File: src/rtl/z80_blk_xfer_unit.sv
// Block-transfer execution unit (LDI/LDD/LDIR/LDDR): one read at HL, one write at DE, one retire per iteration.
// Optional macro Z80_BLK_XFER_XY_FLAGS_EN derives the undocumented F bits 3/5 from (byte + A).
module z80_blk_xfer_unit #(
   parameter int ACK_TIMEOUT = 0
) (
   input  logic        clk,
   input  logic        reset,
   input  logic        start,
   input  logic [1:0]  op,
   input  logic [15:0] ip_in,
   input  logic [15:0] bc_in,
   input  logic [15:0] de_in,
   input  logic [15:0] hl_in,
   input  logic [7:0]  a_in,
   input  logic [7:0]  f_in,
   input  logic        int_req,
   output logic        busy,
   output logic        mem_rd,
   output logic        mem_wr,
   output logic [15:0] mem_addr,
   output logic [7:0]  mem_wdata,
   input  logic [7:0]  mem_rdata,
   input  logic        mem_ack,
   output logic [15:0] bc_out,
   output logic [15:0] de_out,
   output logic [15:0] hl_out,
   output logic [7:0]  f_out,
   output logic [15:0] ip_out,
   output logic        abort,
   output logic        z80fi_valid,
   output logic [15:0] z80fi_insn,
   output logic [15:0] z80fi_mem_raddr,
   output logic [15:0] z80fi_mem_waddr,
   output logic [7:0]  z80fi_mem_rdata,
   output logic [7:0]  z80fi_mem_wdata,
   output logic [15:0] z80fi_reg_bc_in,
   output logic [15:0] z80fi_reg_bc_out,
   output logic [15:0] z80fi_reg_de_in,
   output logic [15:0] z80fi_reg_de_out,
   output logic [15:0] z80fi_reg_hl_in,
   output logic [15:0] z80fi_reg_hl_out,
   output logic [15:0] z80fi_reg_ip_in,
   output logic [15:0] z80fi_reg_ip_out,
   output logic [7:0]  z80fi_reg_f_in,
   output logic [7:0]  z80fi_reg_f_out
);

   typedef enum logic [1:0] {IDLE, READ, WRITE, RETIRE} state_t;

   // Outputs are registered, so the abort decision is taken one cycle early:
   // abort is visible in the ACK_TIMEOUT-th cycle of a request (a setting of 1 behaves like 2).
   localparam logic [31:0] LIMIT = (ACK_TIMEOUT > 1) ? 32'(ACK_TIMEOUT - 2) : 32'd0;

   state_t      state_q, state_d;
   logic [1:0]  op_q, op_d;
   logic [15:0] bc_q, bc_d, de_q, de_d, hl_q, hl_d, ip_q, ip_d;
   logic [7:0]  f_q, f_d, a_q, a_d, data_q, data_d;
   logic [31:0] cnt_q, cnt_d;

   logic        busy_q, busy_d, mem_rd_q, mem_rd_d, mem_wr_q, mem_wr_d;
   logic [15:0] mem_addr_q, mem_addr_d;
   logic [7:0]  mem_wdata_q, mem_wdata_d;
   logic [15:0] bc_out_q, bc_out_d, de_out_q, de_out_d, hl_out_q, hl_out_d, ip_out_q, ip_out_d;
   logic [7:0]  f_out_q, f_out_d;
   logic        abort_q, abort_d, valid_q, valid_d;
   logic [15:0] insn_q, insn_d, raddr_q, raddr_d, waddr_q, waddr_d;
   logic [7:0]  fi_data_q, fi_data_d;
   logic [15:0] fi_bc_in_q, fi_bc_in_d, fi_de_in_q, fi_de_in_d;
   logic [15:0] fi_hl_in_q, fi_hl_in_d, fi_ip_in_q, fi_ip_in_d;
   logic [7:0]  fi_f_in_q, fi_f_in_d;

   logic        rd_ack, wr_ack, timeout, pv_p;
   logic [15:0] bc_p, de_p, hl_p, ip_p;
   logic [7:0]  f_p;
   logic        unused_bits;

`ifdef Z80_BLK_XFER_XY_FLAGS_EN
   logic [7:0] xy_sum;
   assign xy_sum      = data_q + a_q;
   assign f_p         = {f_q[7:6], xy_sum[1], 1'b0, xy_sum[3], pv_p, 1'b0, f_q[0]};
   assign unused_bits = ^{xy_sum[7:4], xy_sum[2], xy_sum[0], f_q[5:1]};
`else
   assign f_p         = {f_q[7:6], f_q[5], 1'b0, f_q[3], pv_p, 1'b0, f_q[0]};
   assign unused_bits = ^{a_q, f_q[4], f_q[2], f_q[1]};
`endif

   assign rd_ack  = mem_rd_q & mem_ack;
   assign wr_ack  = mem_wr_q & mem_ack;
   assign timeout = (ACK_TIMEOUT != 0) && (cnt_q == LIMIT);
   assign bc_p    = bc_q - 16'd1;
   assign hl_p    = op_q[0] ? hl_q - 16'd1 : hl_q + 16'd1;
   assign de_p    = op_q[0] ? de_q - 16'd1 : de_q + 16'd1;
   assign pv_p    = (bc_p != 16'd0);
   assign ip_p    = (op_q[1] && pv_p) ? ip_q : ip_q + 16'd2;

   always_comb begin
      state_d    = state_q;
      op_d       = op_q;
      bc_d       = bc_q;
      de_d       = de_q;
      hl_d       = hl_q;
      ip_d       = ip_q;
      f_d        = f_q;
      a_d        = a_q;
      data_d     = data_q;
      cnt_d      = 32'd0;
      bc_out_d   = bc_out_q;
      de_out_d   = de_out_q;
      hl_out_d   = hl_out_q;
      ip_out_d   = ip_out_q;
      f_out_d    = f_out_q;
      abort_d    = 1'b0;
      valid_d    = 1'b0;
      insn_d     = insn_q;
      raddr_d    = raddr_q;
      waddr_d    = waddr_q;
      fi_data_d  = fi_data_q;
      fi_bc_in_d = fi_bc_in_q;
      fi_de_in_d = fi_de_in_q;
      fi_hl_in_d = fi_hl_in_q;
      fi_ip_in_d = fi_ip_in_q;
      fi_f_in_d  = fi_f_in_q;

      case (state_q)
         IDLE: begin
            if (start) begin
               op_d    = op;
               ip_d    = ip_in;
               bc_d    = bc_in;
               de_d    = de_in;
               hl_d    = hl_in;
               f_d     = f_in;
               a_d     = a_in;
               state_d = READ;
            end
         end
         READ: begin
            if (rd_ack) begin
               data_d  = mem_rdata;
               state_d = WRITE;
            end else if (timeout) begin
               abort_d = 1'b1;
               state_d = IDLE;
            end else begin
               cnt_d = cnt_q + 32'd1;
            end
         end
         WRITE: begin
            if (wr_ack) begin
               // Publish the retirement record together with the new architectural state.
               valid_d    = 1'b1;
               insn_d     = {3'b101, op_q, 3'b000, 8'hED};
               raddr_d    = hl_q;
               waddr_d    = de_q;
               fi_data_d  = data_q;
               fi_bc_in_d = bc_q;
               fi_de_in_d = de_q;
               fi_hl_in_d = hl_q;
               fi_ip_in_d = ip_q;
               fi_f_in_d  = f_q;
               bc_out_d   = bc_p;
               de_out_d   = de_p;
               hl_out_d   = hl_p;
               ip_out_d   = ip_p;
               f_out_d    = f_p;
               bc_d       = bc_p;
               de_d       = de_p;
               hl_d       = hl_p;
               f_d        = f_p;
               state_d    = RETIRE;
            end else if (timeout) begin
               abort_d = 1'b1;
               state_d = IDLE;
            end else begin
               cnt_d = cnt_q + 32'd1;
            end
         end
         RETIRE: begin
            // Working registers already hold the primed values here.
            if (op_q[1] && (bc_q != 16'd0) && !int_req) state_d = READ;
            else                                      state_d = IDLE;
         end
         default: state_d = IDLE;
      endcase

      busy_d      = (state_d != IDLE);
      mem_rd_d    = (state_d == READ);
      mem_wr_d    = (state_d == WRITE);
      mem_addr_d  = (state_d == READ) ? hl_d : (state_d == WRITE) ? de_d : mem_addr_q;
      mem_wdata_d = (state_d == WRITE) ? data_d : mem_wdata_q;
   end

   always_ff @(posedge clk) begin
      if (reset) begin
         state_q     <= IDLE;
         op_q        <= 2'd0;
         bc_q        <= 16'd0;
         de_q        <= 16'd0;
         hl_q        <= 16'd0;
         ip_q        <= 16'd0;
         f_q         <= 8'd0;
         a_q         <= 8'd0;
         data_q      <= 8'd0;
         cnt_q       <= 32'd0;
         busy_q      <= 1'b0;
         mem_rd_q    <= 1'b0;
         mem_wr_q    <= 1'b0;
         mem_addr_q  <= 16'd0;
         mem_wdata_q <= 8'd0;
         bc_out_q    <= 16'd0;
         de_out_q    <= 16'd0;
         hl_out_q    <= 16'd0;
         ip_out_q    <= 16'd0;
         f_out_q     <= 8'd0;
         abort_q     <= 1'b0;
         valid_q     <= 1'b0;
         insn_q      <= 16'd0;
         raddr_q     <= 16'd0;
         waddr_q     <= 16'd0;
         fi_data_q   <= 8'd0;
         fi_bc_in_q  <= 16'd0;
         fi_de_in_q  <= 16'd0;
         fi_hl_in_q  <= 16'd0;
         fi_ip_in_q  <= 16'd0;
         fi_f_in_q   <= 8'd0;
      end else begin
         state_q     <= state_d;
         op_q        <= op_d;
         bc_q        <= bc_d;
         de_q        <= de_d;
         hl_q        <= hl_d;
         ip_q        <= ip_d;
         f_q         <= f_d;
         a_q         <= a_d;
         data_q      <= data_d;
         cnt_q       <= cnt_d;
         busy_q      <= busy_d;
         mem_rd_q    <= mem_rd_d;
         mem_wr_q    <= mem_wr_d;
         mem_addr_q  <= mem_addr_d;
         mem_wdata_q <= mem_wdata_d;
         bc_out_q    <= bc_out_d;
         de_out_q    <= de_out_d;
         hl_out_q    <= hl_out_d;
         ip_out_q    <= ip_out_d;
         f_out_q     <= f_out_d;
         abort_q     <= abort_d;
         valid_q     <= valid_d;
         insn_q      <= insn_d;
         raddr_q     <= raddr_d;
         waddr_q     <= waddr_d;
         fi_data_q   <= fi_data_d;
         fi_bc_in_q  <= fi_bc_in_d;
         fi_de_in_q  <= fi_de_in_d;
         fi_hl_in_q  <= fi_hl_in_d;
         fi_ip_in_q  <= fi_ip_in_d;
         fi_f_in_q   <= fi_f_in_d;
      end
   end

   assign busy             = busy_q;
   assign mem_rd           = mem_rd_q;
   assign mem_wr           = mem_wr_q;
   assign mem_addr         = mem_addr_q;
   assign mem_wdata        = mem_wdata_q;
   assign bc_out           = bc_out_q;
   assign de_out           = de_out_q;
   assign hl_out           = hl_out_q;
   assign f_out            = f_out_q;
   assign ip_out           = ip_out_q;
   assign abort            = abort_q;
   assign z80fi_valid      = valid_q;
   assign z80fi_insn       = insn_q;
   assign z80fi_mem_raddr  = raddr_q;
   assign z80fi_mem_waddr  = waddr_q;
   assign z80fi_mem_rdata  = fi_data_q;
   assign z80fi_mem_wdata  = fi_data_q;
   assign z80fi_reg_bc_in  = fi_bc_in_q;
   assign z80fi_reg_bc_out = bc_out_q;
   assign z80fi_reg_de_in  = fi_de_in_q;
   assign z80fi_reg_de_out = de_out_q;
   assign z80fi_reg_hl_in  = fi_hl_in_q;
   assign z80fi_reg_hl_out = hl_out_q;
   assign z80fi_reg_ip_in  = fi_ip_in_q;
   assign z80fi_reg_ip_out = ip_out_q;
   assign z80fi_reg_f_in   = fi_f_in_q;
   assign z80fi_reg_f_out  = f_out_q;

endmodule

File: config.mk
export PLATFORM = sky130hd
export DESIGN_NAME = z80_blk_xfer_unit
export DESIGN_NICKNAME = d
export VERILOG_FILES = /design/src/rtl/z80_blk_xfer_unit.sv
export SDC_FILE = /design/constraint.sdc
export NUM_CORES = 1
export LEC_CHECK = 0
export ABC_CLOCK_PERIOD_IN_PS = 6800
export BUFFER_PORTS_ARGS = -buffer_cell sky130_fd_sc_hd__buf_4
export CAP_MARGIN = 10
export CORE_MARGIN = 2
export CORE_UTILIZATION = 42
export CTS_BUF_LIST = sky130_fd_sc_hd__clkbuf_4
export DETAILED_ROUTE_END_ITERATION = 8
export PLACE_DENSITY = 0.76
export SLEW_MARGIN = 0
export SYNTH_ARGS = -nofsm -noshare
export SYNTH_HDL_FRONTEND = slang
export SYNTH_SLANG_ARGS = --single-unit
File: constraint.sdc
create_clock -name clk -period 6.8 [get_ports clk]
set_clock_uncertainty 0.15 [all_clocks]
set_input_delay 0 -clock clk [delete_from_list [all_inputs] [get_ports clk]]
set_output_delay 0 -clock clk [all_outputs]
set_load 0.005 [all_outputs]
Yosys cells after proc, flatten, opt, wreduce, memory -nomap -nowiden:

Cells that the tools add are included.
Widths: inputs -> output; s select.

* output and inout bits: 309
* register bits: 271
* word-level logic and storage cells: 83
* bits of input ports: 95

* reduce and logical (&&, ||, !) cells: 15
* mux-type cells: 25
* bitwise gates (word level): 3
* equal/unequal tests: 7
* add/subtract/negate cells: 6

Operators with widths (count)
* $mux 16: 11
* $pmux 16 s2: 3
* $sub 16x1->16 const B: 3
* $add 16x1->16 const B: 2
* $reduce_bool 16->1: 2
* $mux 8: 3
* $add 16x2->16 const B: 1
* $pmux 8 s2: 1
* $pmux 2 s4: 1
* $eq 2x2->1 const B: 3
* $mux 2: 3
* $reduce_and 3->1: 2
* $reduce_bool 2->1: 3
* $mux 5: 1
* $eq 2x1->1 const B: 2
* $ne 2x2->1 const B: 2
* $reduce_and 2->1: 2
* $logic_and 1x1->1: 3
* $and 1x1->1: 2
* $logic_not 2->1: 1
* $mux 1: 2
* $reduce_or 2->1: 1
* $logic_not 1->1: 1
* $not 1->1: 1

Depth between registers and ports, before layout:

Gate-level depths: netlist (run 1).

* depth in word-level cells: 8
* gate-level depth with buffers: 15
* gate-level depth less buffers: 14

Worst setup path before layout (run 1):

No wires, ideal clock.

* path type: reg-to-reg
* start point: register op_q[0]
* end point: register mem_addr_q[14], in the netlist mem_addr[14]
* setup time: 0.138 ns
* path buffers: 0
* arrival time: 3.115 ns
* clock period less this slack: 3.403 ns
* setup slack: 3.397 ns
* data required time: 6.512 ns
* cell stages (with the launch flop): 10
* path through: dfxtp_1 -> ha_1 -> a211oi_1 -> o21ai_0 -> a2111o_1 -> a2111o_1 -> o21ai_0 -> xor2_1 -> o21a_1 -> o221ai_1

* cells in the longest elaborated chain, start to end: 5
* elaborated cells on any way between the ends: 8
* those cells by class: mux (8)

Ends and longest elaborated chain
* start: declaration: line 55 `logic [1:0] op_q, op_d;`
* start signal: assignment: line 228 `op_q <= op_d;`
* $mux 16: line 92 `assign de_p = op_q[0] ? de_q - 16'd1 : de_q + 16'd1;`
* $mux 16: line 149 `if (wr_ack) begin`
* $pmux 16 s2: line 124 `case (state_q)`
* $mux 16: line 189 `mem_addr_d = (state_d == READ) ? hl_d : (state_d == WRITE) ? de_d : mem_addr_q;`
* $mux 16 (*): line 189
* end signal: assignment: line 240 `mem_addr_q <= mem_addr_d;`
* end: declaration: line 61 `logic [15:0] mem_addr_q, mem_addr_d;`

Mark *: on every way between the ends. The rest lies on a longest branch, timed or not. The select of a mux whose other input is x is not followed.
A chain may end at the register's enable or synchronous reset.

Worst setup path in the final report (run 1):

* start point: register bc_q[0]
* end point: register mem_addr_q[9], in the netlist mem_addr[9]

* cells in the longest elaborated chain, start to end: 7
* elaborated cells on any way between the ends: 9
* those cells by class: eq/ne (2); mux (3); reduce/logical (4)

Ends and longest elaborated chain
* start: declaration: line 56 `logic [15:0] bc_q, bc_d, de_q, de_d, hl_q, hl_d, ip_q, ip_d;`
* start signal: assignment: line 197 `bc_q <= 16'd0;`
* start signal: assignment: line 229 `bc_q <= bc_d;`
* $reduce_bool 16->1 (*): line 180 `if (op_q[1] && (bc_q != 16'd0) && !int_req) state_d = READ;`
* $logic_and 1x1->1 (*) (2 in series): line 180
* $mux 1 (*): line 180
* $pmux 2 s4 (*): line 124
* $eq 2x1->1 or $eq 2x2->1 (tied branches): line 189
* $mux 16 or $reduce_bool 2->1 (tied branches)

Mark *: on every way between the ends. The rest lies on a longest branch, timed or not.

==> out/results.txt, run 1 <==
The run finished with clean final reports. The floorplan die width is 175.3 um, and the buffer levels on the longest clock path is 3. The average via count per standard cell is 5.242. The transition at the pin with the smallest max-transition slack is 1.095 ns.

The tools report the post-layout instance area as 0.01666 mm2. For this block, wires on met1 add up to 15.75 mm. The smallest clock period supported by the final layout is computed as 4.600 ns. In this run the core area contains 62 standard-cell rows. The summed negative setup slack over all endpoints came out at 0 ns. The die height is 175.3 um. After clock tree synthesis, the clock-pin slew on the worst setup and hold paths is 0.07 ns. Post-CTS timing repair inserted 0 buffers for setup.

The number of enable-type register cells in the synthesized netlist was 0; the power density relative to cell area was 209.7 mW/mm2. In the synthesized netlist the dominant register cell turns out to be sky130_fd_sc_hd__dfxtp_1. The finished layout holds 2336 standard cells, fillers aside. Arrival time of the worst setup path: 5.02 ns. Data on the critical path is required at its endpoint by 7.22 ns. Utilization after layout: 0.5788. The H-tree was split into 3 levels.

Clock insertion delay at the later pin of the skew report: 0.66 ns. The number of global-route vias before repair came out at 11.67k. The hold buffer count at CTS is 134, and the total wire length after detailed routing is 39.82 mm. The post-synthesis average cell area came out at 8.079 um2. In this run the cell area measured after placement is 0.01444 mm2.

After filler insertion, the fill cell instance count of the layout stands at 2551. The run gives 12.25k as the number of vias after detailed routing. The headroom to the max-slew limit was 0.2703; the count of unresolved DRC violations after routing was 0. The tools report the count of cells resized by post-cts repair as 0.

The total area inside the core boundary comes to 0.02878 mm2. The number of synthesis warnings is 0, and the timing-limited maximum frequency is 0.2174 GHz. The tools report the met3 layer wire length in the routed design as 2.859 mm.

The run gives 404 as the number of I/O pins. The worst-case setup slack after placement was 2.730 ns; the port buffer count was 384. The tools report the count of placed standard cells including taps as 2080. The final period utilization was 0.6764.

The min-delay analysis places its worst path in the category primary input to flop. The tools report the wire length of the first global-routing pass as 60.70 mm. The async set-reset flop share out of synthesis was 0. The initial core utilization is 0.4284. TritonCTS built the clock tree. The routed length on met2 came out at 19.60 mm. The max-slew violation total from the final report is 0, and the final setup slack of the worst path is 2.200 ns. Setup violations remaining at the end of the flow were counted as 0.

Counting flops and latches in the post-synthesis netlist gives 259. The area taken by multi-input logic gates was 0.005778 mm2. Startpoint-to-endpoint class of the critical path: flop to flop. After synthesis, the netlist uses 64 different library cells. The nature of the critical path startpoint was a flop. The largest net degree at the start of global routing was 107; the area enclosed by the die boundary was 0.03074 mm2. The logs give 0.4206 for the proportion of synthesized chip area in sequential cells and 1526 for the number of instances in the synthesized netlist. Layout cell share with drive strength beyond 1: 0.2649.

The peak supply drop is 0.0001087 V. The routed wirelength normalized by instance count was 17.05 um. The tool flagged a number of max-cap violations equal to 0. The detail route stage leaves a number of antenna-violating nets equal to 0. The number of detailed-routing iterations run before antenna repair was 5; the largest driver fanout on the critical path was 22. Setup repair after global routing left no endpoint under its margin.

In the final layout, flip-flops and latches occupy 0.005186 mm2. In this run the static leakage power is 7.357 nW. Clock root buffer: sky130_fd_sc_hd__clkbuf_4.

Routability-driven placement finished with a final weighted congestion of 0.8959. The final layout contains 2033 nets. The total clock buffers created by CTS came out at 70. Layout-stage area growth over the synthesis result: 35.13%.

Summing every instance area after synthesis gives 0.01233 mm2. Clock tree synthesis found a total of 259 sinks. The number of antenna violations at the first check in global routing was 3. STA classifies the critical path endpoint as a flop.

The overall fraction of global-route tracks in use is 0.2451, and the global route total overflow is 0. The run gives 26.37 mm as the placed wire-length estimate. The detailed router used layers up to and including met4. For the count of endpoints failing hold in the final timing report, the log shows 0. For the DRC violation total after the first TritonRoute iteration, the log shows 793.
[per-stage QoR]
stage	total power [mW]	hold slack, ns
finish	3.493	0.04695
CTS	3.520	0.000006994
global placement	2.063	0.09791
global route	3.663	0.005336
detailed placement	2.073	0.1018
floorplan	1.918	-0.01404
[critical path, cell delays in order (launching register included)]
cell and delay, ns:
sky130_fd_sc_hd__dfxtp_1 0.36, sky130_fd_sc_hd__inv_1 0.09, sky130_fd_sc_hd__ha_1 0.21, sky130_fd_sc_hd__nor3b_2 0.55, sky130_fd_sc_hd__nand2_1 0.22, sky130_fd_sc_hd__or3_1 0.40
sky130_fd_sc_hd__nor2_1 0.13, sky130_fd_sc_hd__o31ai_1 0.09, sky130_fd_sc_hd__a21oi_1 0.27, sky130_fd_sc_hd__dlygate4sd3_1 0.64, sky130_fd_sc_hd__ha_1 0.73, sky130_fd_sc_hd__nor2b_1 0.32
sky130_fd_sc_hd__a21bo_2 0.26, sky130_fd_sc_hd__o32ai_1 0.09
[synthesized netlist by cell type (all sizes together), types with 8 or more instances]
| cell type | instances | area share |
|---|---|---|
| a211oi | 49 | 0.030 |
| a21o | 13 | 0.0079 |
| a21oi | 184 | 0.075 |
| a221oi | 11 | 0.0078 |
| a22o | 10 | 0.0071 |
| a22oi | 12 | 0.0073 |
| a31oi | 9 | 0.0046 |
| and3 | 9 | 0.0046 |
| buf | 146 | 0.086 |
| clkbuf | 87 | 0.026 |
| dfxtp | 259 | 0.42 |
| ha | 34 | 0.035 |
| inv | 11 | 0.0033 |
| mux2i | 18 | 0.015 |
| nand2 | 278 | 0.085 |
| nand2b | 8 | 0.0041 |
| nand3 | 11 | 0.0045 |
| nand4 | 11 | 0.0061 |
| nor2 | 178 | 0.054 |
| nor2b | 9 | 0.0046 |
| nor3 | 8 | 0.0032 |
| o21ai | 40 | 0.017 |
| xnor2 | 19 | 0.013 |
| xor2 | 27 | 0.019 |
[logic make-up after synthesis]
family,Yosys count,share of synthesized area
multiplexers,18,0.01461
buffers and inverters,244,0.1161
flip-flops,259,0.4206
XOR/XNOR,47,0.03451
adder cells (fa/ha/maj),36,0.03776
other,1,0.0003042
AO/OA/AOI/OAI,373,0.1867
AND/OR/NAND/NOR,548,0.1894
[area by class of cell]
| class | instances | share of cell area |
|---|---|---|
| multi-input combinational | 1033 | 0.3469 |
| sequential | 259 | 0.3113 |
| timing repair buffer | 527 | 0.2580 |
| clock buffer | 98 | 0.04416 |
| tap | 384 | 0.02884 |
| clock inverter | 20 | 0.007736 |
| inverter | 11 | 0.002479 |
| antenna | 4 | 0.0006009 |
[path summary, 6_finish.rpt]
path	to	cells after the start	startpoint	slack, ns
min reg2reg	z80fi_reg_f_in[1]$_SDFFE_PP0P_	2	f_q[1]$_SDFFE_PP0P_	0.26
min	ip_q[1]$_SDFFE_PP0P_	4	ip_in[1]	0.05
max reg2reg	mem_addr[9]$_SDFFE_PP0P_	13	bc_q[0]$_SDFFE_PP0P_	2.20
max	mem_addr[9]$_SDFFE_PP0P_	13	bc_q[0]$_SDFFE_PP0P_	2.20
[cell usage in the layout, fill, tap and decap left out, drive strengths merged, types with 18 or more instances in the layout]
master,n
buf,392
mux2i,18
a21oi,184
xor2,27
dfxtp,259
nand2,278
clkbuf,99
a211oi,49
ha,34
o21ai,40
xnor2,19
dlygate4sd3,134
nor2,178
[flip-flops by register name, summed over array words and instances (netlist names), 3 cells and up]
signal	cells
de_out	16
hl_out	16
z80fi_reg_de_in	16
mem_addr	16
z80fi_reg_f_in	8
z80fi_reg_bc_in	16
z80fi_reg_hl_in	16
ip_out	16
f_q	8
de_q	16
bc_out	16
data_q	8
bc_q	16
mem_wdata	8
z80fi_mem_rdata	8
z80fi_insn	3
hl_q	16
z80fi_reg_ip_in	15
ip_q	16
[layer usage]
layer	vias to the layer above	global-route usage
met5	-	0
met3	111	0.05714
met4	0	0.1188
met2	519	0.4222
li1	5874	-
met1	5741	0.2867
[report_power, final]
part / internal (mW) / switching [mW]
sequential: 1.56 / 0.0568
combinational: 0.229 / 0.264
clock: 0.738 / 0.641
(Power assumes the default switching activity.)
==> run 2, diff against run 1 <==
--- a/config.mk
+++ b/config.mk
@@ -5,14 +5,14 @@
 export SDC_FILE = /design/constraint.sdc
 export NUM_CORES = 1
 export LEC_CHECK = 0
-export ABC_CLOCK_PERIOD_IN_PS = 6800
+export ABC_CLOCK_PERIOD_IN_PS = 3900
 export BUFFER_PORTS_ARGS = -buffer_cell sky130_fd_sc_hd__buf_4
 export CAP_MARGIN = 10
 export CORE_MARGIN = 2
 export CORE_UTILIZATION = 42
 export CTS_BUF_LIST = sky130_fd_sc_hd__clkbuf_4
 export DETAILED_ROUTE_END_ITERATION = 8
-export PLACE_DENSITY = 0.76
+export PLACE_DENSITY = 0.79
 export SLEW_MARGIN = 0
 export SYNTH_ARGS = -nofsm -noshare
 export SYNTH_HDL_FRONTEND = slang
==> constraint.sdc (replaced) <==
create_clock -name clk -period 3.9 [get_ports clk]
set_clock_uncertainty 0.15 [all_clocks]
set_input_delay 0 -clock clk [delete_from_list [all_inputs] [get_ports clk]]
set_output_delay 0 -clock clk [all_outputs]
set_load 0.005 [all_outputs]
==> run 2 against run 1 <==
  * Via count increased by 4.0%
  * Maximum frequency grew 25%
  * Setup slack worse by 2.0 ns
  * Sequential share of layout area decreased by 0.90 points
  * Utilization up 1.8 points
  * Total power rose by 78%
  * Cell area rose by 3.0%
  * Count of clock-buffer cells in the layout rose by 11
  * Cell count increased by 2.1%
  * Non-clock buffer count is 49 higher
  * Largest cell class unchanged
==> out/results.txt, run 2 (synthesis gave the netlist of run 1 again) <==
The run finished with clean final reports. The run gives 3 (unchanged) as the number of antenna violations at the first check in global routing. Critical register-to-register path startpoint: op_q[0]$_SDFFE_PP0P_ (was bc_q[0]$_SDFFE_PP0P_). The headroom to the max-slew limit is 0.3694 (was 0.2703), and the final critical delay including setup and external delays is 3.666 ns (was 4.600 ns). Power density relative to cell area: 363.0 mW/mm2 (was 209.7 mW/mm2). The logs give 0.399 (was 0.395) for the share of total power in the clock network and 0 ns (unchanged) for the summed negative setup slack over all endpoints. The die height is 175.3 um (unchanged). The wire length of the first global-routing pass is 64.78 mm (was 60.70 mm). The number of filler instances in the final layout was 2426 (was 2551); the total of endpoints with negative setup slack in the final report was 0 (unchanged). The type of the worst min-delay path is primary input to flop (unchanged). Number of global-route vias before repair: 12.28k (was 11.67k). The leakage power summed over all cells came out at 7.614 nW (was 7.357 nW).

The clock insertion delay at the later pin of the skew report is 0.67 ns (was 0.66 ns). For the total clock buffers created by CTS, the log shows 71 (was 70). The run gives 0.148 (was 0.141) as the proportion of power drawn by combinational gates. The routed wirelength normalized by instance count came out at 17.95 um (was 17.05 um). The startpoint of the lowest-slack hold path is bc_in[0] (was ip_in[1]). The run gives 3 (unchanged) as the buffer levels on the longest clock path.

Ordered list of cells on the worst path: buf_6 -> ha_1 -> a211oi_1 -> o211ai_1 -> a41oi_1 -> o21ai_0 -> xnor2_1 -> nor2_1 -> a221oi_1 -> nor2_1 -> dlygate4sd3_1 (was inv_1 -> ha_1 -> nor3b_2 -> nand2_1 -> or3_1 -> nor2_1 -> o31ai_1 -> a21oi_1 -> dlygate4sd3_1 -> ha_1 -> nor2b_1 -> a21bo_2 -> o32ai_1). Routability congestion estimate from global placement: 0.9042 (was 0.8959). The antenna violation net count after detailed routing came out at 0 (unchanged). The run gives 4.494 mW (was 2.531 mW) as the internal cell power. The logs give 2092 (was 2080) for the count of placed standard cells including taps and 0.0002254 V (was 0.0001087 V) for the peak supply drop.

The number of detailed-routing iterations run before antenna repair was 5 (unchanged); the count of unresolved DRC violations after routing was 0 (unchanged). The transition at the pin with the smallest max-transition slack works out to 0.9437 ns (was 1.095 ns). The clock root buffer was sky130_fd_sc_hd__clkbuf_4 (unchanged). The port buffer count works out to 384 (unchanged). The tools report the end of the worst hold path as bc_q[0]$_SDFFE_PP0P_ (was ip_q[1]$_SDFFE_PP0P_). Setup repair after global routing left no endpoint under its margin. The count of nets after finishing is 2083 (was 2033). The floorplan row count was 62 (unchanged). The tools report the placed wire-length estimate as 27.17 mm (was 26.37 mm). The total wire length after detailed routing came out at 42.82 mm (was 39.82 mm).

The gate family responsible for the most delay along the worst path was compound AO/OA/AOI/OAI gates (was simple AND/OR/NAND/NOR gates). The tools report the required time at the worst-slack endpoint as 4.30 ns (was 7.22 ns). The number of maximum-capacitance violations was 0 (unchanged); the max-slew violation total from the final report was 0 (unchanged).

The nature of the critical path endpoint was a flop (unchanged). The clock-pin transition on the worst setup and hold timing paths was 0.07 ns (about the same); the largest net degree at the start of global routing was 117 (was 107). The reg-to-reg critical path endpoint was de_q[13]$_SDFF_PP0_ (was mem_addr[9]$_SDFFE_PP0P_).

The largest driver fanout on the critical path was 22 (unchanged); the floorplan die width was 175.3 um (unchanged). The area enclosed by the die boundary is 0.03074 mm2 (unchanged). Layout cell share with drive strength beyond 1: 0.2721 (was 0.2649). The commonest non-fill, non-tap cell in the layout was sky130_fd_sc_hd__buf_4 (unchanged). The total power is 6.231 mW (was 3.493 mW).

The tools report the DRC violation total after the first TritonRoute iteration as 1082 (was 793). The instance count along the most critical hold path works out to 4 (unchanged). The layout-stage area growth over the synthesis result was 39.22% (was 35.13%). The switching share of power is 0.2787 (was 0.2754). The count of endpoints failing hold in the final timing report came out at 0 (unchanged).

The global route total overflow is 0 (unchanged), and the number of buffers and inverters on the critical path is 2 (unchanged). The tools report the net switching component of the power as 1.736 mW (was 0.9619 mW). The timing-limited maximum frequency came out at 0.2728 GHz (was 0.2174 GHz). The number of I/O pins is 404 (unchanged). TritonCTS built the clock tree. The fraction of power consumed by sequential logic was 0.453 (was 0.464). Delay contributed by the slowest stage of the critical path: 0.59 ns (was 0.73 ns). The depth of the worst register-to-register path was 11 (was 13); the setup slack of the worst register-to-register path was 0.23 ns (was 2.20 ns).

The library cell contributing the largest single delay on the critical path is sky130_fd_sc_hd__dlygate4sd3_1 (was sky130_fd_sc_hd__ha_1). The cell seen most often among critical-path stages was sky130_fd_sc_hd__nor2_1 (was sky130_fd_sc_hd__ha_1). The placeable core area is 0.02878 mm2 (unchanged). The run gives 2386 (was 2336) as the final instance count without filler cells. The run gives 0.4284 (unchanged) as the initial core utilization. Commonest cells after routing, fill and taps aside: 404 x sky130_fd_sc_hd__buf_4, 278 x sky130_fd_sc_hd__nand2_1, 258 x sky130_fd_sc_hd__dfxtp_1, 183 x sky130_fd_sc_hd__a21oi_1, 177 x sky130_fd_sc_hd__nor2_1 (was 392 x sky130_fd_sc_hd__buf_4, 278 x sky130_fd_sc_hd__nand2_1, 258 x sky130_fd_sc_hd__dfxtp_1, 184 x sky130_fd_sc_hd__a21oi_1, 177 x sky130_fd_sc_hd__nor2_1). The tools report the overall fraction of global-route tracks in use as 0.2635 (was 0.2451). Final period utilization: 0.9399 (was 0.6764). The average via count per standard cell works out to 5.339 (was 5.242). The number of vias after detailed routing is 12.74k (was 12.25k), and the TritonCTS sink count is 259 (unchanged).

The nature of the critical path startpoint was a flop (unchanged). The run gives 3 (unchanged) as the number of H-tree levels. The arrival time of the worst setup path was 4.06 ns (was 5.02 ns). Startpoint-to-endpoint class of the critical path: flop to flop (unchanged).
[run 2: cell count changes in the layout (fill, tap and decap cells not counted), moves of 2 or more]
| cell | change |
|---|---|
| sky130_fd_sc_hd__dlygate4sd3_1 | +36 |
| sky130_fd_sc_hd__buf_4 | +12 |
| sky130_fd_sc_hd__clkbuf_4 | +11 |
| sky130_fd_sc_hd__clkinv_1 | -8 |
| sky130_fd_sc_hd__a221oi_1 | -2 |
| sky130_fd_sc_hd__a221oi_2 | +2 |
| sky130_fd_sc_hd__ha_1 | -2 |
| sky130_fd_sc_hd__ha_2 | +2 |
[run 2: power groups by stage]
stage | Clock (mW) | Combinational [mW] | Sequential [mW]
finish | 2.49 | 0.919 | 2.83
global route | 2.68 | 0.993 | 2.83
CTS | 2.52 | 0.890 | 2.82
detailed placement | 0 | 0.745 | 2.88
global placement | 0 | 0.724 | 2.87
floorplan | 0 | 0.501 | 2.84
[run 2: area by class of cell]
class / count / area, um2 / area share
multi-input cells: 1033 / 5799 / 0.3379
clock inverters: 11 / 67.56 / 0.003937
clock buffers: 109 / 818.3 / 0.04768
diodes: 3 / 7.507 / 0.0004374
inverters: 11 / 41.29 / 0.002406
flip-flops and latches: 259 / 5189 / 0.3023
well taps: 384 / 480.5 / 0.02799
repair buffers: 576 / 4760 / 0.2773
[run 2: worst max path at each step]
stage	cells after the start	to	from	slack (ns)
2_1_floorplan	9	mem_addr[14]$_SDFFE_PP0P_	op_q[0]$_SDFFE_PP0P_	0.50
3_3_place_gp	13	mem_addr[13]$_SDFFE_PP0P_	bc_q[0]$_SDFFE_PP0P_	0.54
3_5_place_dp	13	mem_addr[14]$_SDFFE_PP0P_	bc_q[0]$_SDFFE_PP0P_	0.40
4_1_cts	11	de_q[12]$_SDFF_PP0_	op_q[0]$_SDFFE_PP0P_	0.10
5_1_grt	13	mem_addr[11]$_SDFFE_PP0P_	bc_q[0]$_SDFFE_PP0P_	0.02
6_report	11	de_q[13]$_SDFF_PP0_	op_q[0]$_SDFFE_PP0P_	0.23
[run 2: per-layer routing]
layer,wire length [um],GRT usage
met1,16500,0.3075
met4,1894,0.1313
met5,0,0
met2,21090,0.4636
met3,3335,0.04740
[run 2: worst min-delay path, cell delays in order]
cell,delay [ns]
sky130_fd_sc_hd__dlygate4sd3_1,0.55
sky130_fd_sc_hd__buf_4,0.14
sky130_fd_sc_hd__nand3_1,0.07
sky130_fd_sc_hd__a31oi_1,0.08
[run 2: per-stage QoR]
step	worst slack, ns	instance area (um2)	hold slack, ns	util
2_1_floorplan	0.4971	12370	-0.01404	-
3_3_place_gp	0.5392	14530	0.09559	0.5050
3_5_place_dp	0.4036	14530	0.1073	0.5050
4_1_cts	0.1047	17120	0.03110	0.5949
5_1_grt	0.01672	17160	0.09081	0.5963
6_report	0.2343	17160	0.09666	0.5963
[run 2: timing repair]
item / 4_1_cts / 5_1_grt
setup endpoints to repair: 0 / 20
hold endpoints to repair: 196 / 0
setup buffers: 0 / 1
gates resized for setup: 0 / 7
hold buffers: 170 / 0
